==> config.mk <==
export PLATFORM = sky130hd
export DESIGN_NAME = reg_file_param_flat
export DESIGN_NICKNAME = d
export VERILOG_FILES = /design/src/rtl/reg_file_param_pkg.sv /design/src/rtl/reg_file_param_if.sv /design/src/rtl/reg_file_dump_ctrl.sv /design/src/rtl/reg_file_param.sv /design/src/flat_wrapper.sv
export SDC_FILE = /design/constraint.sdc
export NUM_CORES = 1
export LEC_CHECK = 0
export ABC_CLOCK_PERIOD_IN_PS = 3000
export CAP_MARGIN = 20
export CORE_ASPECT_RATIO = 0.9
export CORE_MARGIN = 2
export CORE_UTILIZATION = 58
export CTS_CLUSTER_SIZE = 8
export DETAILED_ROUTE_END_ITERATION = 6
export MAX_ROUTING_LAYER = met4
export PLACE_DENSITY = 0.81
export SKIP_LAST_GASP = 1
export SLEW_MARGIN = 20
export SYNTH_ARGS = -nofsm -noshare
export SYNTH_HDL_FRONTEND = slang
export SYNTH_HIERARCHICAL = 1
export SYNTH_SLANG_ARGS = --single-unit
export TNS_END_PERCENT = 50
==> constraint.sdc <==
create_clock -name CLK -period 3 [get_ports CLK]
set_input_delay 0.9 -clock CLK [delete_from_list [all_inputs] [get_ports CLK]]
set_output_delay 0.9 -clock CLK [all_outputs]
set_load 0.03 [all_outputs]
==> src/rtl/reg_file_param_pkg.sv <==
// Shared constants, dump FSM encoding and address helper for the parameterised register file.
// Pure declarations: no latency, no flow control.
package reg_file_param_pkg;

    localparam int DEF_WIDTH = 8;
    localparam int DEF_DEPTH = 8;

    typedef enum logic {
        IDLE = 1'b0,
        SEND = 1'b1
    } dump_state_t;

    function automatic logic addr_in_range(input int unsigned addr, input int unsigned depth);
        return addr < depth;
    endfunction

endpackage

==> src/rtl/reg_file_param_if.sv <==
// Register-file bus: write port, two read ports and the valid/ready dump stream.
// master drives requests and DUMP_READY; slave (the register file) drives read data and dump beats.
interface reg_file_param_if
    import reg_file_param_pkg::*;
#(
    parameter int WIDTH = DEF_WIDTH,
    parameter int DEPTH = DEF_DEPTH
);
    localparam int AW = $clog2(DEPTH);

    logic [WIDTH-1:0] IN;
    logic [AW-1:0]    INADDRESS;
    logic             WRITE;
    logic             CLEAR;
    logic [AW-1:0]    OUT1ADDRESS;
    logic [AW-1:0]    OUT2ADDRESS;
    logic [WIDTH-1:0] OUT1;
    logic [WIDTH-1:0] OUT2;
    logic             DUMP_START;
    logic             DUMP_READY;
    logic             DUMP_VALID;
    logic [AW-1:0]    DUMP_ADDR;
    logic [WIDTH-1:0] DUMP_DATA;
    logic             BUSY;
    logic             DUMP_DONE;

    modport master (
        output IN, INADDRESS, WRITE, CLEAR, OUT1ADDRESS, OUT2ADDRESS, DUMP_START, DUMP_READY,
        input  OUT1, OUT2, DUMP_VALID, DUMP_ADDR, DUMP_DATA, BUSY, DUMP_DONE
    );

    modport slave (
        input  IN, INADDRESS, WRITE, CLEAR, OUT1ADDRESS, OUT2ADDRESS, DUMP_START, DUMP_READY,
        output OUT1, OUT2, DUMP_VALID, DUMP_ADDR, DUMP_DATA, BUSY, DUMP_DONE
    );

endinterface

==> src/rtl/reg_file_dump_ctrl.sv <==
// Dump engine: streams every register once as (addr, snapshot) beats; one cycle from DUMP_START to beat 0.
// Beats hold while DUMP_READY is low; DUMP_START is ignored while busy.
module reg_file_dump_ctrl
    import reg_file_param_pkg::*;
#(
    parameter int  WIDTH = DEF_WIDTH,
    parameter int  DEPTH = DEF_DEPTH,
    localparam int AW    = $clog2(DEPTH)
) (
    input  logic             CLK,
    input  logic             RESET,
    input  logic             DUMP_START,
    input  logic             DUMP_READY,
    output logic             DUMP_VALID,
    output logic [AW-1:0]    DUMP_ADDR,
    output logic [WIDTH-1:0] DUMP_DATA,
    output logic             BUSY,
    output logic             DUMP_DONE,
    output logic [AW-1:0]    rd_addr,
    input  logic [WIDTH-1:0] rd_data
);

    localparam logic [AW-1:0] LAST = AW'(DEPTH - 1);

    dump_state_t      state_q, state_d;
    logic [AW-1:0]    index_q, index_d;
    logic [WIDTH-1:0] data_q;
    logic             done_q, done_d;
    logic             load;

    always_ff @(posedge CLK or posedge RESET) begin
        if (RESET) begin
            state_q <= IDLE;
            index_q <= '0;
            data_q  <= '0;
            done_q  <= 1'b0;
        end else begin
            state_q <= state_d;
            index_q <= index_d;
            done_q  <= done_d;
            // Snapshot is taken from the array contents before this edge's write/clear.
            if (load) begin
                data_q <= rd_data;
            end
        end
    end

    always_comb begin
        state_d = state_q;
        index_d = index_q;
        done_d  = 1'b0;
        load    = 1'b0;
        rd_addr = '0;
        case (state_q)
            IDLE: begin
                if (DUMP_START) begin
                    state_d = SEND;
                    index_d = '0;
                    load    = 1'b1;
                end
            end
            SEND: begin
                if (DUMP_READY) begin
                    if (index_q == LAST) begin
                        state_d = IDLE;
                        done_d  = 1'b1;
                    end else begin
                        index_d = index_q + 1'b1;
                        rd_addr = index_q + 1'b1;
                        load    = 1'b1;
                    end
                end
            end
            default: state_d = IDLE;
        endcase
    end

    assign BUSY       = (state_q == SEND);
    assign DUMP_VALID = (state_q == SEND);
    assign DUMP_ADDR  = index_q;
    assign DUMP_DATA  = data_q;
    assign DUMP_DONE  = done_q;

endmodule

==> src/rtl/reg_file_param.sv <==
// Register file with two combinational read ports, same-cycle write forwarding and a sync clear.
// Reads have zero latency; the dump stream is valid/ready and stalls on DUMP_READY low.
module reg_file_param
    import reg_file_param_pkg::*;
#(
    parameter int WIDTH = DEF_WIDTH,
    parameter int DEPTH = DEF_DEPTH
) (
    input logic               CLK,
    input logic               RESET,
    reg_file_param_if.slave   bus
);

    localparam int AW = $clog2(DEPTH);

    logic [WIDTH-1:0] regs [DEPTH];
    logic             wr_ok;
    logic [WIDTH-1:0] out1, out2;
    logic [AW-1:0]    dump_rd_addr;
    logic [WIDTH-1:0] dump_rd_data;

    assign wr_ok = bus.WRITE && addr_in_range(32'(bus.INADDRESS), DEPTH);

    always_ff @(posedge CLK or posedge RESET) begin
        if (RESET) begin
            for (int i = 0; i < DEPTH; i++) regs[i] <= '0;
        end else if (bus.CLEAR) begin
            for (int i = 0; i < DEPTH; i++) regs[i] <= '0;
        end else if (wr_ok) begin
            regs[bus.INADDRESS] <= bus.IN;
        end
    end

    // Forwarding only applies to writes that will actually land in the array.
    always_comb begin
        out1 = '0;
        out2 = '0;
        if (!RESET && !bus.CLEAR) begin
            if (wr_ok && bus.INADDRESS == bus.OUT1ADDRESS) begin
                out1 = bus.IN;
            end else if (addr_in_range(32'(bus.OUT1ADDRESS), DEPTH)) begin
                out1 = regs[bus.OUT1ADDRESS];
            end
            if (wr_ok && bus.INADDRESS == bus.OUT2ADDRESS) begin
                out2 = bus.IN;
            end else if (addr_in_range(32'(bus.OUT2ADDRESS), DEPTH)) begin
                out2 = regs[bus.OUT2ADDRESS];
            end
        end
    end

    assign bus.OUT1 = out1;
    assign bus.OUT2 = out2;

    always_comb begin
        dump_rd_data = '0;
        if (addr_in_range(32'(dump_rd_addr), DEPTH)) begin
            dump_rd_data = regs[dump_rd_addr];
        end
    end

    reg_file_dump_ctrl #(
        .WIDTH (WIDTH),
        .DEPTH (DEPTH)
    ) u_dump_ctrl (
        .CLK        (CLK),
        .RESET      (RESET),
        .DUMP_START (bus.DUMP_START),
        .DUMP_READY (bus.DUMP_READY),
        .DUMP_VALID (bus.DUMP_VALID),
        .DUMP_ADDR  (bus.DUMP_ADDR),
        .DUMP_DATA  (bus.DUMP_DATA),
        .BUSY       (bus.BUSY),
        .DUMP_DONE  (bus.DUMP_DONE),
        .rd_addr    (dump_rd_addr),
        .rd_data    (dump_rd_data)
    );

endmodule

==> src/flat_wrapper.sv <==
// flat-port wrapper written by rule: the top's interface ports become plain ports
module reg_file_param_flat import reg_file_param_pkg::*;
#(
    parameter int WIDTH = DEF_WIDTH,
    parameter int DEPTH = DEF_DEPTH
)
  (CLK, RESET, bus_IN, bus_INADDRESS, bus_WRITE, bus_CLEAR, bus_OUT1ADDRESS, bus_OUT2ADDRESS, bus_DUMP_START, bus_DUMP_READY, bus_OUT1, bus_OUT2, bus_DUMP_VALID, bus_DUMP_ADDR, bus_DUMP_DATA, bus_BUSY, bus_DUMP_DONE);
  reg_file_param_if #(.WIDTH(WIDTH), .DEPTH(DEPTH)) bus_i ();
  input logic CLK;
  input logic RESET;
  input wire logic [$bits(bus_i.IN)-1:0] bus_IN;
  input wire logic [$bits(bus_i.INADDRESS)-1:0] bus_INADDRESS;
  input wire logic [$bits(bus_i.WRITE)-1:0] bus_WRITE;
  input wire logic [$bits(bus_i.CLEAR)-1:0] bus_CLEAR;
  input wire logic [$bits(bus_i.OUT1ADDRESS)-1:0] bus_OUT1ADDRESS;
  input wire logic [$bits(bus_i.OUT2ADDRESS)-1:0] bus_OUT2ADDRESS;
  input wire logic [$bits(bus_i.DUMP_START)-1:0] bus_DUMP_START;
  input wire logic [$bits(bus_i.DUMP_READY)-1:0] bus_DUMP_READY;
  output wire logic [$bits(bus_i.OUT1)-1:0] bus_OUT1;
  output wire logic [$bits(bus_i.OUT2)-1:0] bus_OUT2;
  output wire logic [$bits(bus_i.DUMP_VALID)-1:0] bus_DUMP_VALID;
  output wire logic [$bits(bus_i.DUMP_ADDR)-1:0] bus_DUMP_ADDR;
  output wire logic [$bits(bus_i.DUMP_DATA)-1:0] bus_DUMP_DATA;
  output wire logic [$bits(bus_i.BUSY)-1:0] bus_BUSY;
  output wire logic [$bits(bus_i.DUMP_DONE)-1:0] bus_DUMP_DONE;
  assign bus_i.IN = bus_IN;
  assign bus_i.INADDRESS = bus_INADDRESS;
  assign bus_i.WRITE = bus_WRITE;
  assign bus_i.CLEAR = bus_CLEAR;
  assign bus_i.OUT1ADDRESS = bus_OUT1ADDRESS;
  assign bus_i.OUT2ADDRESS = bus_OUT2ADDRESS;
  assign bus_i.DUMP_START = bus_DUMP_START;
  assign bus_i.DUMP_READY = bus_DUMP_READY;
  assign bus_OUT1 = bus_i.OUT1;
  assign bus_OUT2 = bus_i.OUT2;
  assign bus_DUMP_VALID = bus_i.DUMP_VALID;
  assign bus_DUMP_ADDR = bus_i.DUMP_ADDR;
  assign bus_DUMP_DATA = bus_i.DUMP_DATA;
  assign bus_BUSY = bus_i.BUSY;
  assign bus_DUMP_DONE = bus_i.DUMP_DONE;
  reg_file_param #(.WIDTH(WIDTH), .DEPTH(DEPTH)) u_core (.CLK(CLK), .RESET(RESET), .bus(bus_i));
endmodule
* Word level (Yosys, flattened, before mapping)
Index checks and enable logic that the tools add are counted.
Word-level totals: RAM bits 0, bits of input ports 23, logic and storage cells 71, output and inout bits 30, memories kept 0, memory bits (read-only) 0, bits in latches 0, register bits after elaboration 77
Cells by class: $lt $le $gt $ge 5, $mul 0, reductions and logical operators 8, equal/unequal tests 6, $add $sub $neg 1, bitwise gates (word level) 5, div/mod/pow operators 0, multiplexer cells 34, shift operators 0
Operators by type and width (count):
- $mux 64 | 2
- $mux 8 | 11
- $bmux 8 s3 | 3
- $bwmux 64 | 1
- $demux 8 s3 | 1
- $mux 3 | 6
- $ge 4x4->1 const B | 4
- $not 3->4 | 4
- $mux 1 | 7
- $eq 3x3->1 | 2
- $ne 2x2->1 const B | 3
- $pmux 3 s2 | 1
- $logic_and 1x1->1 | 4
- $lt 4x1->1 const B | 1
- $pmux 1 s2 | 2
- $add 3x1->3 const B | 1
- $eq 3x3->1 const B | 1
- $reduce_and 3->1 | 1
- $logic_not 1->1 | 2
- $reduce_bool 2->1 | 1
- $not 1->1 | 1

* Logic depth before layout (Yosys ltp)
word-level depth 8, depth in mapped cells 8, gate-level depth less buffers 6

* By module
The synthesis kept the hierarchy.
Modules (own cells, without submodules):
- reg_file_param | seq. area each 1601.5 um^2, cells each 404, instances 1, area each 4440.5 um^2
- reg_file_dump_ctrl | seq. area each 325.3 um^2, cells each 47, instances 1, area each 608.1 um^2

* Worst setup path after synthesis
No wires, ideal clock.
kind input port to output port, start point in bus_INADDRESS[1], end point out bus_OUT1[1], path buffers 2, path slack -333 ps, required time 2100 ps, stages 5, data arrival time 2433 ps, cell sequence buf_4 > xnor2_1 > nand4_1 > buf_4 > a211oi_1
On the way: cells in the longest elaborated chain, start to end 4
Ends and longest elaborated chain:
- start: declaration | line flat_wrapper.sv:12 | input wire logic [$bits(bus_i.INADDRESS)-1:0] bus_INADDRESS;
- $eq 3x3->1 | line reg_file_param.sv:39 | if (wr_ok && bus.INADDRESS == bus.OUT1ADDRESS) begin
- $logic_and 1x1->1 | line reg_file_param.sv:39
- $mux 8 | line reg_file_param.sv:39
- $mux 8 | line reg_file_param.sv:38 | if (!RESET && !bus.CLEAR) begin
- end: declaration | line flat_wrapper.sv:19 | output wire logic [$bits(bus_i.OUT1)-1:0] bus_OUT1;
Every way passes these cells.

* Final worst setup path
start point in bus_OUT2ADDRESS[2], end point out bus_OUT2[0]
On the way: cells in the longest elaborated chain, start to end 6, elaborated cells on any way between the ends 8
Ends and longest elaborated chain:
- start: declaration | line flat_wrapper.sv:16 | input wire logic [$bits(bus_i.OUT2ADDRESS)-1:0] bus_OUT2ADDRESS;
- $not 3->4 (implied by the code) | line reg_file_param.sv:47 | out2 = regs[bus.OUT2ADDRESS];
- $bmux 8 s3 | line reg_file_param.sv:47
- $mux 8 (implied by the code) (2 in series) | line reg_file_param.sv:47
- $mux 8 (*) | line reg_file_param.sv:44 | if (wr_ok && bus.INADDRESS == bus.OUT2ADDRESS) begin
- $mux 8 (*) | line reg_file_param.sv:38
- end: declaration | line flat_wrapper.sv:20 | output wire logic [$bits(bus_i.OUT2)-1:0] bus_OUT2;
Mark *: on every way between the ends. The rest lies on a longest branch, timed or not. The select of a mux whose other input is x is not followed.

==> metrics.txt <==
Critical Path AT between 2 and 2.5 ns; failing checks negative setup slack; placed insts between 600 and 700; grt ovf 0; maximum number of pins on one net before global-route repair 65; Layout area overhead 29.2%; Max Slew Vio Count 0; Post-synth EDFFs 0; most common cell in the netlist nand2_1; die area between 0.009 and 0.01 sq mm; R2R depth 7; critical path class input port to output port; clk buf depth 2; Synth cell types 37; PortBufs 52; post-route cell area 0.00652 sq mm; Critical Path End Type output port; placed cell area ~0.006 sq mm; overall power about 3.0 mW; crit path time final 3.09 ns; post-synthesis net count roughly 480; FP Rows 32; routability cong. 0.902; Slew @ Worst Pin between 0.7 and 0.8 ns; Post-synth ARST share 100%; Setup crit start kind input port; CTS Sinks 77; RSZ-0062 raised after global routing yes; final non-filler cell total between 600 and 700; share of post-route cells with drive strength above 1 between 30% and 40%; Fin. Hold Viols 0; VDD IR max 0.287 mV; Synth Flop Type dfrtp_1; Clock transition at path regs around 0.07 ns; period utilization 103%; DRT iter0 DRCs 505; Num CTS Buffers 9; Initial Utilization about three fifths; Synth Register Bits 77; core area 0.00853 sq mm; first-pass GRT wire length 25300 um; Synth area leaders dfrtp_1, mux4_2, mux4_1; # Max-Cap Violations 0; CTS H-tree depth 3; initial antenna violation count 0; io pins 53; setup violators final 16; HP Class flop to flop; Rel. slew slack between 50% and 60%; maximum fanout along the worst path 8; vias in the first global route 4505; register area share after synthesis about two fifths; worst skew pair latency 0.35 ns; maximum clock frequency approximately 320 MHz; total vias in the final route between 4000 and 5000; Residual DRC 0; clock root cell clkbuf_8; synthesized area per cell 11.2 sq um; Final WS setup -0.0927 ns; HPWL after DPL roughly 9900 um; Yosys top cell area share between 30% and 40%; total track usage between 30% and 40%; Diodes inserted 0; Mapped Cells about 450; Leak Pwr approximately 2.8 nW; # nets final around 560; hold_ws roughly 0.51 ns; hold buffers post-CTS 0; Total Wirelength 16500 um; First-pass DRT Iterations 5; cell depth of the worst hold path 1; Yosys top cell by area dfrtp_1; chip width 102 um; Mapped Area slightly above 0.005 sq mm; required time worst endpoint around 2.1 ns; Via-to-Cell Ratio between 6 and 7; CTS tree yes; pwr/cell area 463 mW/mm^2; die height 92.5 um; Final Skew roughly 0.0055 ns; status finished with violations; antenna-violating nets left 0; top cells by count, synth nand2_1, dfrtp_1, nor2_1; per-cell routed wire length 25.2 um; Syn. warnings 6
-- cell type report --
class                      count  area, sq um
inverter                       4         15.0
tap                          119          149
fill                         512         2000
timing repair buffer         113         1160
clock inverter                 5         75.1
sequential                    77         1930
clock buffer                  10          138
multi-input combinational    328         3060
-- cells in the final DEF (no fill, tap or decap), types with 2 or more instances in the layout --
master,instances
dlygate4sd2_1,2
mux2i_1,35
a211oi_2,16
bufinv_16,2
mux4_1,16
clkbuf_8,10
nand2b_1,3
nand2_1,84
clkdlybuf4s50_1,24
a21oi_1,41
mux4_2,32
nor2_2,3
buf_8,2
nor2_1,41
xnor2_1,2
or2_2,3
xnor2_4,2
buf_16,3
nor2_4,4
buf_12,11
buf_2,5
xnor2_2,3
dfrtp_1,77
nor3_2,2
inv_1,3
and3_2,2
ha_1,3
buf_4,59
clkinv_2,3
buf_6,5
mux2_2,16
nand4_1,2
mux2i_2,4
-- metrics by stage --
step / setup TNS [ns] / setup slack (ns) / util (%)
4_1_cts: -0.536 / -0.0653 / 76.5
3_3_place_gp: -9.06 / -0.482 / 70.1
5_1_grt: -1.43 / -0.134 / 76.5
6_report: -0.852 / -0.0927 / 76.5
2_1_floorplan: -0.835 / -0.0683 / -
3_5_place_dp: -9.91 / -0.561 / 70.1
-- final timing paths --
path / from / to / slack [ns]
hold / removal: u_core/u_dump_ctrl/DUMP_DATA[0] / u_core/u_dump_ctrl/DUMP_DATA[0] / 0.51
min in group asynchronous: RESET / u_core/u_dump_ctrl/DUMP_ADDR[1] / 0.85
setup reg to reg: u_core/u_dump_ctrl/DUMP_ADDR[0] / u_core/u_dump_ctrl/DUMP_DATA[0] / 0.16
setup / recovery: bus_OUT2ADDRESS[2] / bus_OUT2[0] / -0.09
max in group asynchronous: RESET / u_core/regs[55] / 1.53
hold reg to reg: u_core/u_dump_ctrl/DUMP_DATA[0] / u_core/u_dump_ctrl/DUMP_DATA[0] / 0.51
-- state kept, by name, indices dropped and copies added, names as in the netlist --
signal / cells
u_core/regs: 64
u_core/u_dump_ctrl/BUSY: 1
u_core/u_dump_ctrl/DUMP_ADDR: 3
u_core/u_dump_ctrl/DUMP_DATA: 8
u_core/u_dump_ctrl/DUMP_DONE: 1
-- report_power, final --
part / internal [mW] / total, mW / switching (mW)
Clock: 0.482 / 0.865 / 0.383
Sequential: 1.09 / 1.16 / 0.0640
Combinational: 0.471 / 0.998 / 0.527
Total: 2.04 / 3.02 / 0.974
-- critical path, cell delays in order --
cell	delay, ns
buf_4	0.14
buf_12	0.14
xnor2_2	0.17
nand4_2	0.18
buf_6	0.21
a211oi_2	0.24
buf_4	0.19
-- routing by layer --
layer  part of all wire [%]  global-route usage, %
met3                     12                   8.23
met1                     35                   49.4
met4                    6.5                   17.8
met5                      0                      -
met2                     46                   56.9
-- cell families after synthesis --
| family | Yosys count | share of synthesized area [%] |
|---|---|---|
| DFF | 77 | 38.2 |
| adders and majority gates | 3 | 0.744 |
| buffers and inverters | 46 | 5.20 |
| and+or+nand+nor | 153 | 13.3 |
| AOI/OAI and AO/OA | 61 | 7.29 |
| muxes | 104 | 34.1 |
| xor gates and xnor gates | 7 | 1.21 |
-- timing repair --
| item | in CTS | in global routing |
|---|---|---|
| endpoints found under the hold margin | 0 | 0 |
| cloned | 6 | 0 |
| resized for setup | 77 | 8 |
| pin swaps | 13 | 5 |
| setup endpoints to repair | 16 | 17 |
| setup buffers | 7 | 0 |
Note: power is estimated with default switching activity, not from simulation.
